==> config.mk <==
export PLATFORM = sky130hd
export DESIGN_NAME = rv32i_fetch
export DESIGN_NICKNAME = d
export VERILOG_FILES = /design/src/rtl/rv32i_fetch_pkg.sv /design/src/rtl/rv32i_fetch.sv
export SDC_FILE = /design/constraint.sdc
export NUM_CORES = 1
export LEC_CHECK = 0
export ABC_AREA = 0
export BUFFER_PORTS_ARGS = -buffer_cell sky130_fd_sc_hd__buf_2
export CAP_MARGIN = 20
export CORE_ASPECT_RATIO = 0.7
export CORE_MARGIN = 2
export CORE_UTILIZATION = 40
export DETAILED_ROUTE_END_ITERATION = 16
export PLACE_DENSITY = 0.68
export RECOVER_POWER = 25
export SETUP_SLACK_MARGIN = 0.05
export SLEW_MARGIN = 25
export SYNTH_ARGS = -nofsm -noshare
export SYNTH_HDL_FRONTEND = slang
export SYNTH_SLANG_ARGS = --single-unit
==> constraint.sdc <==
create_clock -name clk_i -period 2.7 [get_ports clk_i]
set_clock_uncertainty 0.15 [all_clocks]
set_input_delay 0.675 -clock clk_i [delete_from_list [all_inputs] [get_ports clk_i]]
set_output_delay 0.675 -clock clk_i [all_outputs]
set_load 0.02 [all_outputs]
==> src/rtl/rv32i_fetch_pkg.sv <==
// Shared definitions for the RV32I front end: fetch sequencer states,
// the canonical NOP encoding and base opcode values for decode/execute.
package rv32i_fetch_pkg;

  typedef enum logic [2:0] {
    ST_IDLE  = 3'd0,
    ST_FETCH = 3'd1,
    ST_SETUP = 3'd2,
    ST_ISSUE = 3'd3,
    ST_DRAIN = 3'd4
  } fetch_state_e;

  // addi x0, x0, 0
  localparam logic [31:0] NOP_INSN = 32'h00000013;

  localparam logic [6:0] OPC_LUI      = 7'b0110111;
  localparam logic [6:0] OPC_AUIPC    = 7'b0010111;
  localparam logic [6:0] OPC_JAL      = 7'b1101111;
  localparam logic [6:0] OPC_JALR     = 7'b1100111;
  localparam logic [6:0] OPC_BRANCH   = 7'b1100011;
  localparam logic [6:0] OPC_LOAD     = 7'b0000011;
  localparam logic [6:0] OPC_STORE    = 7'b0100011;
  localparam logic [6:0] OPC_OP_IMM   = 7'b0010011;
  localparam logic [6:0] OPC_OP       = 7'b0110011;
  localparam logic [6:0] OPC_MISC_MEM = 7'b0001111;
  localparam logic [6:0] OPC_SYSTEM   = 7'b1110011;

endpackage

==> src/rtl/rv32i_fetch.sv <==
// Instruction fetch / issue sequencer. Fetches the word at the register
// file's PC, strobes the PC increment on a good ack, gives the register
// file one cycle to read rs1/rs2, then offers the instruction to execute.
// A redirect from execute throws away whatever is in flight.
module rv32i_fetch
  import rv32i_fetch_pkg::*;
#(
  parameter int XLEN     = 32,
  parameter int REG_BITS = 5
) (
  input  logic                clk_i,
  input  logic                rst_ni,
  input  logic [XLEN-1:0]     pc_i,
  output logic                mem_req_o,
  output logic [XLEN-1:0]     mem_addr_o,
  input  logic                mem_ack_i,
  input  logic [31:0]         mem_data_i,
  output logic                increment_pc_o,
  output logic [REG_BITS-1:0] rs1_addr_o,
  output logic [REG_BITS-1:0] rs2_addr_o,
  output logic [REG_BITS-1:0] rd_addr_o,
  output logic [31:0]         ir_o,
  output logic [XLEN-1:0]     inst_pc_o,
  output logic                issue_valid_o,
  input  logic                issue_ready_i,
  input  logic                redirect_i
);

  fetch_state_e    state;
  logic [XLEN-1:0] drain_addr;

  // Sequencer: state, registered request/valid strobes and the fetched word
  always_ff @(posedge clk_i or negedge rst_ni) begin
    if (!rst_ni) begin
      state         <= ST_IDLE;
      mem_req_o     <= 1'b0;
      issue_valid_o <= 1'b0;
      ir_o          <= NOP_INSN;
      inst_pc_o     <= '0;
      drain_addr    <= '0;
    end else begin
      case (state)
        ST_IDLE: begin
          state     <= ST_FETCH;
          mem_req_o <= 1'b1;
        end
        ST_FETCH: begin
          if (redirect_i) begin
            // Acked data is simply dropped and a fresh fetch starts from the
            // new PC; an outstanding request must be held until it completes.
            if (!mem_ack_i) begin
              drain_addr <= pc_i;
              state      <= ST_DRAIN;
            end
          end else if (mem_ack_i) begin
            ir_o      <= mem_data_i;
            inst_pc_o <= pc_i;
            mem_req_o <= 1'b0;
            state     <= ST_SETUP;
          end
        end
        ST_SETUP: begin
          if (redirect_i) begin
            mem_req_o <= 1'b1;
            state     <= ST_FETCH;
          end else begin
            issue_valid_o <= 1'b1;
            state         <= ST_ISSUE;
          end
        end
        ST_ISSUE: begin
          // A redirect coinciding with ready still counts as an accept.
          if (redirect_i || issue_ready_i) begin
            issue_valid_o <= 1'b0;
            mem_req_o     <= 1'b1;
            state         <= ST_FETCH;
          end
        end
        ST_DRAIN: begin
          if (mem_ack_i) state <= ST_FETCH;
        end
        default: begin
          mem_req_o     <= 1'b0;
          issue_valid_o <= 1'b0;
          state         <= ST_IDLE;
        end
      endcase
    end
  end

  // Bus address follows the live PC except while draining an aborted fetch
  always_comb begin
    mem_addr_o = (state == ST_DRAIN) ? drain_addr : pc_i;
  end

  // PC increment fires in the ack cycle of a fetch that is being kept
  always_comb begin
    increment_pc_o = (state == ST_FETCH) && mem_ack_i && !redirect_i;
  end

  // Register-file addresses are raw instruction fields
  always_comb begin
    rs1_addr_o = ir_o[15 +: REG_BITS];
    rs2_addr_o = ir_o[20 +: REG_BITS];
    rd_addr_o  = ir_o[7 +: REG_BITS];
  end

endmodule
==> summary.txt, run 1 <==
Power and ir drop
  • Switch Pwr: 2.54 mW
  • Sw frac: 36.8%
  • Clk network pwr share: 16.9%
  • Power Dens Cells: 1130 mW/mm^2
  • Leak: 3.07 nW
  • Total internal power: 4.37 mW
  • IR Drop Worst-Case VDD: 526 uV
  • Flop pwr share: 39.1%
  • Combinational Power Share: 44.0%

Global routing
  • Overflow after GRT: 0
  • GRT Overall Usage: 17.1%
  • Initial antenna violation count: 1
  • First-pass GRT wire length: 16.6 mm
  • Largest net degree at the start of global routing: 41
  • Vias in the first global route: 3,139

Route
  • DRC viols: 0
  • Vias: 3,016
  • Vias per cell: 4.81
  • 1st-pass router iterations: 4
  • DRT iter0 DRCs: 59
  • Antenna-violating nets left: 0
  • Routed WL: 10.5 mm
  • DR WL/cell: 16.7 microns

STA
  • F_max: 0.382 GHz
  • Fin worst setup slack: 79.1 ps
  • Final setup vio count: 0
  • RSZ-0062 raised after global routing: yes
  • Tmin final: 2620 ps
  • Slew HR: -13.0%
  • Final Hold Viols: 0
  • Slew at the pin closest to its max-slew limit: 1690 ps
  • Slew Limit Fails: 30
  • Post-Route Setup TNS: 0 ps
  • Fin crit share: 97.1%

Setup path
  • CP peak stage delay: 430 ps
  • Worst r2r src: state[1]$_DFFE_PN0P_
  • CP Class: reg2out
  • Crit. End Element: output port
  • Setup crit start kind: register
  • Top cell by count, worst path: buf_6
  • Critical Path RT: 1880 ps
  • Crit Path Max Fanout: 6
  • Reg2reg path depth: 5
  • Critical R2R Capture: drain_addr[2]$_DFFE_PN0P_
  • Reg2Reg Setup Slack: 730 ps
  • Buf/Inv on CP: 3
  • Largest delay share family, worst path: buffers and inverters
  • Critical Path, Cell by Cell: nor3b_4 -> buf_6 -> buf_8 -> mux2_2 -> buf_6
  • Critical-path top delay cell: dfrtp_2
  • CP arrival: 1800 ps

Clock network
  • Clk sink count: 101
  • Clk slew on worst S/H paths: 60 ps
  • CTS Buf Count: 9
  • Clock root cell: clkbuf_16
  • TritonCTS clock tree: done
  • CTS Hold Buffers Added: 0
  • Htree depth: 3
  • Clk Latency, worst-skew pair: 330 ps
  • CTS Buffer Depth: 2

Hold path
  • Hold EP: drain_addr[2]$_DFFE_PN0P_
  • Hold depth: 1
  • HP Class: reg2reg
  • Worst hold start: drain_addr[2]$_DFFE_PN0P_

Logic synthesis
  • Netlist cell types: 25
  • Fraction of the yosys area taken by sequential cells: 55.0%
  • Top cell type's share of synthesized area: 53.3%
  • Ranking of synthesized cells by area: dfrtp_1 53%, mux2_2 19%, mux2_4 16%, buf_4 3.1%, dfstp_2 1.7%
  • Yosys reg bits: 101
  • Yosys warnings: 0
  • Syn_nets: 360
  • Area of the mapped netlist: 0.00460 sq mm
  • Synthesized instance count: 291
  • Mean area per synthesized cell: 15.8 sq um
  • Biggest area consumer among synthesized cells: dfrtp_1

Floorplan
  • Core area: 0.0111 sq mm
  • Die footprint: 0.0124 sq mm
  • I/O Pins: 183
  • Die width: 132 microns
  • Starting Density: 41.5%
  • Die height: 93.7 microns
  • Site Rows: 32

Finish
  • Commonest non-fill, non-tap cell in the layout: buf_2
  • Nets: 538
  • Diodes inserted: 0
  • Fillers: 931
  • Commonest cells after routing, fill and taps aside: 161 x buf_2, 95 x dfrtp_1, 65 x mux2_2, 63 x mux2_4, 20 x buf_6
  • Share of layout cells above drive strength 1: 74.1%
  • Layout area overhead: 33.2%

Placed design
  • HPWL Detailed: 7.15 mm
  • GPL Wtd Cong: 0.823
  • IO Port Bufs: 182
  • Dpl ws: 257 ps

Run status
  • Status: complete, but fails checks
  • Failing checks: capacitance limit, slew limit

Job
  • MaxCap Viol Count: 1
==> cells in the mapped netlist <==
master    instances
buf_2             7
buf_6             6
a21boi_0          2
nand3_2           2
nor2_1            4
o22ai_1           2
nand2_1           1
o211ai_1          1
mux2_4           49
a22oi_1           1
mux2_2           79
nand2b_1          2
a21oi_1           1
dfstp_2           3
inv_1             3
or3b_2            1
o21ai_0           2
dfrtp_1          98
a21bo_2           1
nor2b_1           2
buf_4            19
nand3_1           2
nor2b_4           1
nor3b_2           1
o41ai_1           1
==> metrics by stage <==
stage / std cells / power [mW] / instance area (sq um) / util, % / hold WS (ps)
after CTS: 625 / 6.89 / 5950 / 53.6 / 118
after global placement: 603 / 5.57 / 5560 / 50.2 / 331
after floorplan: 291 / 4.80 / 4600 / - / 229
after global routing: 627 / 7.29 / 6130 / 55.2 / 362
final: 627 / 6.90 / 6130 / 55.2 / 352
after detailed placement: 603 / 5.64 / 5560 / 50.2 / 337
==> cell families after synthesis <==
group,synth area share (%)
AOI/OAI and AO/OA,1.66
and+or+nand+nor,2.37
buffers and inverters,5.58
DFF,55.0
muxes,35.3
==> per-layer routing <==
layer / vias up / global-route usage (%) / part of all wire, %
li1: 1369 / - / -
met5: - / 0 / 0.12
met3: 14 / 5.88 / 7.7
met1: 1506 / 23.2 / 46
met2: 125 / 26.4 / 45
met4: 2 / 4.62 / 1.4
==> power groups by stage <==
stage | logic [mW] | registers (mW) | clock network (mW)
after floorplan | 1.54 | 3.27 | 0
after global placement | 2.89 | 2.69 | 0
after detailed placement | 2.93 | 2.71 | 0
after CTS | 3.01 | 2.68 | 1.20
after global routing | 3.23 | 2.79 | 1.27
final | 3.04 | 2.70 | 1.17
==> sequential cells by signal, summed over array words and instances, names as in the netlist <==
signal and flops:
drain_addr 32, inst_pc_o 32, ir_o 32, state 3, issue_valid_o 1, mem_req_o 1
==> worst max-delay path by stage <==
| stage | to | from | cells after the start |
|---|---|---|---|
| floorplan | increment_pc_o | redirect_i | 6 |
| global placement | mem_addr_o[1] | state[2]$_DFFE_PN0P_ | 4 |
| detailed placement | mem_addr_o[3] | state[2]$_DFFE_PN0P_ | 4 |
| CTS | mem_addr_o[0] | state[1]$_DFFE_PN0P_ | 4 |
| global route | mem_addr_o[12] | state[0]$_DFFE_PN0P_ | 5 |
| finish | mem_addr_o[28] | state[0]$_DFFE_PN0P_ | 5 |
==> timing repair <==
action / in CTS / in global routing
pin swaps: 1 / 1
endpoints found under the setup margin: 32 / 32
resized for setup: 17 / 49
setup buffers: 4 / 1
cloned: 2 / 1
==> cell type report <==
class	count	area [sq um]	area share [%]
Clock buffer	12	236	3.86
Clock inverter	4	27.5	0.449
Inverter	3	11.3	0.184
Multi-Input combinational cell	155	1880	30.6
Sequential cell	101	2530	41.4
Tap cell	153	191	3.13
Timing Repair Buffer	199	1250	20.4
(Power assumes the default switching activity.)
==> run 2: changes to the inputs <==
- PLACE_DENSITY: 0.68 -> 0.75
- SETUP_SLACK_MARGIN: 0.05 -> default
==> run 2 against run 1 <==
The flow still finishes with violations (capacitance limit, slew limit). Sequential share of layout area grew 1.8 points. Critical path depth fell by 1. Register-to-register slack improved by 90 ps. Final cell count is 1.6% lower. Utilization shrank 2.3 points. Global-route usage shrank 0.80 points. Wire length shrank 8.1%. Fmax down 0.84%. Non-clock buffer count shrank 10. Count of clock-buffer cells in the layout unchanged.
==> summary.txt, run 2 (same netlist as run 1, synthesis figures left out) <==
Power and ir drop
  • Switch Pwr: 2.48 mW (-2.4%)
  • IR Drop Worst-Case VDD: 454 uV (-14%)
  • Sw frac: 35.7% (-1.1 points)
  • Clk network pwr share: 19.5% (+2.6 points)
  • Combinational Power Share: 41.6% (-2.4 points)
  • Total internal power: 4.47 mW (+2.4%)
  • Power Dens Cells: 1180 mW/mm^2 (+5.0%)
  • Leak: 2.94 nW (-4.1%)
  • Flop pwr share: 38.9% (-0.2 points)

Setup path
  • CP Capture Point: mem_addr_o[25]
  • Crit Path Max Fanout: 15 (+9)
  • Buf/Inv on CP: 2 (-1)
  • Crit. End Element: output port
  • Critical Path RT: 1880 ps (about the same)
  • Reg2Reg Setup Slack: 820 ps (+90 ps)
  • Worst r2r src: state[0]$_DFFE_PN0P_
  • Largest delay share family, worst path: flip-flops
  • CP Class: reg2out
  • Critical-path top delay cell: dfrtp_2
  • CP arrival: 1820 ps (+20 ps)
  • CP peak stage delay: 470 ps (+40 ps)
  • Critical R2R Capture: drain_addr[16]$_DFFE_PN0P_
  • Setup crit start kind: register
  • Reg2reg path depth: 4 (-1)
  • Critical path startpoint: state[0]$_DFFE_PN0P_
  • Critical Path, Cell by Cell: nor3b_4 -> buf_6 -> mux2_2 -> buf_2
  • WP depth: 4 (-1)

Floorplan
  • Starting Density: 41.5% (unchanged)
  • Site Rows: 32 (unchanged)
  • Core area: 0.0111 sq mm (unchanged)
  • Die footprint: 0.0124 sq mm (unchanged)
  • I/O Pins: 183 (unchanged)
  • Die height: 93.7 microns (unchanged)
  • Die width: 132 microns (unchanged)

STA
  • Slew HR: -4.43% (+8.6 points)
  • Tmin final: 2640 ps (+22.2 ps)
  • RSZ-0062 raised after global routing: yes
  • Slew at the pin closest to its max-slew limit: 1570 ps (-128 ps)
  • Final Hold Viols: 0 (unchanged)
  • F_max: 0.378 GHz (-0.84%)
  • Final setup vio count: 0 (unchanged)
  • Fin worst setup slack: 56.9 ps (-22.2 ps)
  • Slew Limit Fails: 64 (+110%)
  • Fin crit share: 97.9% (+0.82 points)

Finish
  • Layout area overhead: 27.7%
  • Final core occ: 52.9% (-2.3 points)
  • Diodes inserted: 0 (unchanged)
  • Nets: 528 (-1.9%)
  • Largest registers: drain_addr: 32 flops, inst_pc_o: 32 flops, ir_o: 32 flops
  • Commonest cells after routing, fill and taps aside: 179 x buf_2, 95 x dfrtp_1, 79 x mux2_2, 49 x mux2_4, 9 x clkbuf_16
  • Commonest non-fill, non-tap cell in the layout: buf_2
  • Share of layout cells above drive strength 1: 73.5% (-0.56 points)
  • Final std cells w/o fill: 617 (-1.6%)

Route
  • Vias: 2,947 (-2.3%)
  • Antenna-violating nets left: 0 (unchanged)
  • Routed WL: 9.64 mm (-8.1%)
  • Vias per cell: 4.78 (-0.70%)
  • DRT iter0 DRCs: 109 (+85%)
  • DRC viols: 0 (unchanged)
  • DR WL/cell: 15.6 microns (-6.6%)
  • 1st-pass router iterations: 4 (unchanged)

Clock network
  • TritonCTS clock tree: done
  • Clock root cell: clkbuf_16
  • Htree depth: 3 (unchanged)
  • Clk sink count: 101 (unchanged)
  • Clk slew on worst S/H paths: 60 ps (about the same)
  • CTS Buf Count: 9 (unchanged)
  • CTS Buffer Depth: 2 (unchanged)
  • Clk Latency, worst-skew pair: 330 ps (about the same)

Placed design
  • Dpl ws: 329 ps (+71.4 ps)
  • HPWL Detailed: 6.84 mm (-4.4%)
  • Placed insts: 601 (-0.33%)
  • IO Port Bufs: 182 (unchanged)
  • GPL Wtd Cong: 0.775 (-5.8%)

Global routing
  • First-pass GRT wire length: 15.8 mm (-4.5%)
  • Largest net degree at the start of global routing: 65 (+59%)
  • Initial antenna violation count: 1 (unchanged)
  • Vias in the first global route: 3,031 (-3.4%)
  • Overflow after GRT: 0 (unchanged)
  • GRT Overall Usage: 16.3% (-0.80 points)

Job
  • MaxCap Viol Count: 1 (unchanged)

Hold path
  • Worst hold start: inst_pc_o[23]$_DFFE_PN0P_
  • HP Class: reg2reg

Run status
  • Failing checks: capacitance limit, slew limit
  • Status: complete, but fails checks
[run 2: how the worst min path moves through the flow]
| stage | to | slack [ps] | cells past startpoint |
|---|---|---|---|
| floorplan | drain_addr[0]$_DFFE_PN0P_ | 230 | 0 |
| global placement | ir_o[31]$_DFFE_PN0P_ | 330 | 1 |
| detailed placement | inst_pc_o[15]$_DFFE_PN0P_ | 340 | 1 |
| CTS | inst_pc_o[25]$_DFFE_PN0P_ | 190 | 2 |
| global route | inst_pc_o[17]$_DFFE_PN0P_ | 360 | 1 |
| finish | inst_pc_o[23]$_DFFE_PN0P_ | 350 | 1 |
[run 2: repair_timing]
action,CTS,global route
endpoints found under the setup margin,32,32
hold buffers,0,0
resized for setup,6,2
pin swaps,0,0
setup buffers,0,0
[run 2: final cells by class]
cell class                      count  area [sq um]
Tap cell                          153           191
Clock inverter                      4          75.1
Multi-Input combinational cell    155          1820
Sequential cell                   101          2530
Inverter                            3          11.3
Fill cell                         945          5220
Timing Repair Buffer              189           998
Clock buffer                       12           236
[run 2: power by group through the flow]
stage	Sequential [mW]	Clock [mW]	Combinational, mW
finish	2.70	1.35	2.89
global route	2.82	1.48	3.07
CTS	2.71	1.40	2.93
detailed placement	2.72	0	2.92
global placement	2.68	0	2.88
floorplan	3.27	0	1.54
[run 2: routing by layer]
layer  vias to the layer above  part of all wire [%]  GRT usage [%]
li1                       1350                     -              -
met5                         -                  0.13              0
met4                         2                  0.77           4.35
met3                        10                   8.1           5.88
met2                       120                    46           26.0
met1                      1465                    45           21.2
[run 2: through the flow]
step	TNS, ps	hold slack (ps)	power [mW]	instance area, sq um
2_1_floorplan	0	229	4.80	4600
3_3_place_gp	0	332	5.56	5560
3_5_place_dp	0	338	5.64	5560
4_1_cts	0	194	7.04	5890
5_1_grt	-493	363	7.37	5870
6_report	0	353	6.95	5870
==> run 3: changes to the inputs <==
- PLACE_DENSITY: 0.75 -> 0.68
==> run 3 against run 2 <==
The run still ends with capacitance limit, slew limit left. Fmax shrank 0.90%. Clock power shrank 14%. Sequential share of layout area shrank 0.43 points. Via count grew 2.2%. Combinational power grew 2%. First-iteration DRC count shrank 40%. Final cell count grew 1.8%. Critical endpoint is now mem_addr_o[14]. Power shrank 1.7%.
==> summary.txt, run 3 (same netlist as run 1, synthesis figures left out) <==
Run status
  • Status: complete, but fails checks
  • Failing checks: capacitance limit, slew limit

Power and ir drop
  • Power Dens Cells: 1150 mW/mm^2 (-2.7%)
  • Combinational Power Share: 43.4% (+1.8 points)
  • Flop pwr share: 39.6% (+0.7 points)
  • Clk network pwr share: 17.1% (-2.4 points)
  • Leak: 2.98 nW (+1.2%)
  • Sw frac: 36.8% (+1.2 points)
  • Switch Pwr: 2.51 mW (+1.5%)
  • Total internal power: 4.31 mW (-3.5%)
  • IR Drop Worst-Case VDD: 522 uV (+15%)
  • Overall power: 6.82 mW (-1.7%)

Global routing
  • Met2 Use GR: 25.5% (-0.48 points)
  • Met1 Usage GRT: 22.5% (+1.3 points)
  • GR Util met3: 5.88% (unchanged)
  • First-pass GRT wire length: 16.2 mm (+2.4%)
  • GRT busiest layer: met2
  • Largest net degree at the start of global routing: 41 (-37%)
  • Vias in the first global route: 3,093 (+2.0%)
  • Initial antenna violation count: 1 (unchanged)
  • GRT Overall Usage: 16.7% (+0.33 points)
  • Overflow after GRT: 0 (unchanged)

Setup path
  • CP peak stage delay: 460 ps (about the same)
  • Crit Path Max Fanout: 10 (-5)
  • Critical Path, Cell by Cell: nor3b_4 -> buf_4 -> clkbuf_16 -> mux2_2 -> buf_2
  • Crit. End Element: output port
  • CP arrival: 1840 ps (+20 ps)
  • Critical-path top delay cell: dfrtp_2
  • CP Class: reg2out
  • Critical Path RT: 1880 ps (about the same)
  • Setup crit start kind: register

STA
  • Slew HR: -12.1% (-7.7 points)
  • RSZ-0062 raised after global routing: yes
  • Tmin final: 2670 ps (+23.9 ps)
  • Slew at the pin closest to its max-slew limit: 1680 ps (+116 ps)
  • Fin crit share: 98.8% (+0.88 points)
  • Slew Limit Fails: 30 (-53%)
  • Final setup vio count: 0 (unchanged)
  • Final Hold Viols: 0 (unchanged)
  • F_max: 0.375 GHz (-0.90%)

Floorplan
  • Starting Density: 41.5% (unchanged)
  • Die footprint: 0.0124 sq mm (unchanged)
  • I/O Pins: 183 (unchanged)
  • Die height: 93.7 microns (unchanged)
  • Die width: 132 microns (unchanged)
  • Site Rows: 32 (unchanged)
  • Core area: 0.0111 sq mm (unchanged)

Clock network
  • Clk sink count: 101 (unchanged)
  • CTS Buf Count: 9 (unchanged)
  • TritonCTS clock tree: done
  • Clk Latency, worst-skew pair: 330 ps (about the same)
  • Clock root cell: clkbuf_16
  • CTS Buffer Depth: 2 (unchanged)
  • CTS Hold Buffers Added: 0 (unchanged)
  • Clk slew on worst S/H paths: 60 ps (about the same)
  • Htree depth: 3 (unchanged)

Finish
  • Final std cells w/o fill: 628 (+1.8%)
  • Layout area overhead: 29.0%
  • Share of layout cells above drive strength 1: 74.1% (+0.61 points)
  • Commonest cells after routing, fill and taps aside: 180 x buf_2, 95 x dfrtp_1, 79 x mux2_2, 49 x mux2_4, 11 x buf_4
  • Nets: 539 (+2.1%)
  • Commonest non-fill, non-tap cell in the layout: buf_2
  • Diodes inserted: 0 (unchanged)
  • Largest registers: drain_addr: 32 flops, inst_pc_o: 32 flops, ir_o: 32 flops

Placed design
  • GPL Wtd Cong: 0.823 (+6.2%)
  • Placed insts: 603 (+0.33%)
  • IO Port Bufs: 182 (unchanged)
  • HPWL Detailed: 7.15 mm (+4.6%)

Route
  • Antenna-violating nets left: 0 (unchanged)
  • Routed WL: 10.3 mm (+7.1%)
  • DR WL/cell: 16.4 microns (+5.2%)
  • Vias: 3,013 (+2.2%)
  • DRC viols: 0 (unchanged)
  • 1st-pass router iterations: 4 (unchanged)
  • Vias per cell: 4.80 (+0.45%)
  • DRT iter0 DRCs: 65 (-40%)

Hold path
  • HP Class: reg2reg

Job
  • MaxCap Viol Count: 1 (unchanged)
==> run 3: path summary, 6_finish.rpt <==
check,depth (start not counted),slack (ps),endpoint,from
worst max-delay path,5,30,mem_addr_o[14],state[0]$_DFFE_PN0P_
worst max register to register,5,700,drain_addr[13]$_DFFE_PN0P_,state[1]$_DFFE_PN0P_
worst min register to register,1,350,drain_addr[24]$_DFFE_PN0P_,drain_addr[24]$_DFFE_PN0P_
max in group asynchronous,2,560,inst_pc_o[16]$_DFFE_PN0P_,rst_ni
min in group asynchronous,1,610,inst_pc_o[28]$_DFFE_PN0P_,rst_ni
worst min-delay path,1,350,drain_addr[24]$_DFFE_PN0P_,drain_addr[24]$_DFFE_PN0P_
==> run 3: repair_timing <==
action	CTS	global route
gates cloned	0	2
setup buffers	0	7
endpoints found under the setup margin	32	32
pin swaps	1	1
resized for setup	8	3
==> run 3: critical path: cells and delay by family (launching register included) <==
kind | cells | cell delay, ps
mux | 1 | 330
simple gates | 1 | 240
buf+inv | 3 | 470
flops | 1 | 460
==> run 3: final cells by class <==
cell class                      instances  area [sq um]
Clock inverter                          4          27.5
Clock buffer                           12           236
Sequential cell                       101          2530
Timing Repair Buffer                  200          1100
Fill cell                             959          5160
Tap cell                              153           191
Multi-Input combinational cell        155          1820
Inverter                                3          11.3
==> run 3: per-stage QoR <==
stage / area (sq um) / hold WS, ps / util [%] / worst slack, ps / setup TNS (ps)
2_1_floorplan: 4600 / 229 / - / 382 / 0
3_3_place_gp: 5560 / 331 / 50.2 / 354 / 0
3_5_place_dp: 5560 / 337 / 50.2 / 257 / 0
4_1_cts: 5850 / 118 / 52.8 / -0.976 / -1.52
5_1_grt: 5930 / 362 / 53.5 / -19.9 / -275
6_report: 5930 / 350 / 53.5 / 33.1 / 0
==> run 3: routing by layer <==
| layer | share of wire, % | vias up |
|---|---|---|
| li1 | - | 1372 |
| met1 | 46 | 1492 |
| met2 | 44 | 133 |
| met3 | 8.0 | 14 |
| met4 | 1.5 | 2 |
| met5 | 0.13 | - |
==> run 3: power by group through the flow <==
stage | combinational, mW | sequential, mW | clock [mW]
after floorplan | 1.54 | 3.27 | 0
after global placement | 2.89 | 2.69 | 0
after detailed placement | 2.93 | 2.71 | 0
after CTS | 2.95 | 2.70 | 1.20
after global routing | 3.15 | 2.80 | 1.27
final | 2.96 | 2.70 | 1.16
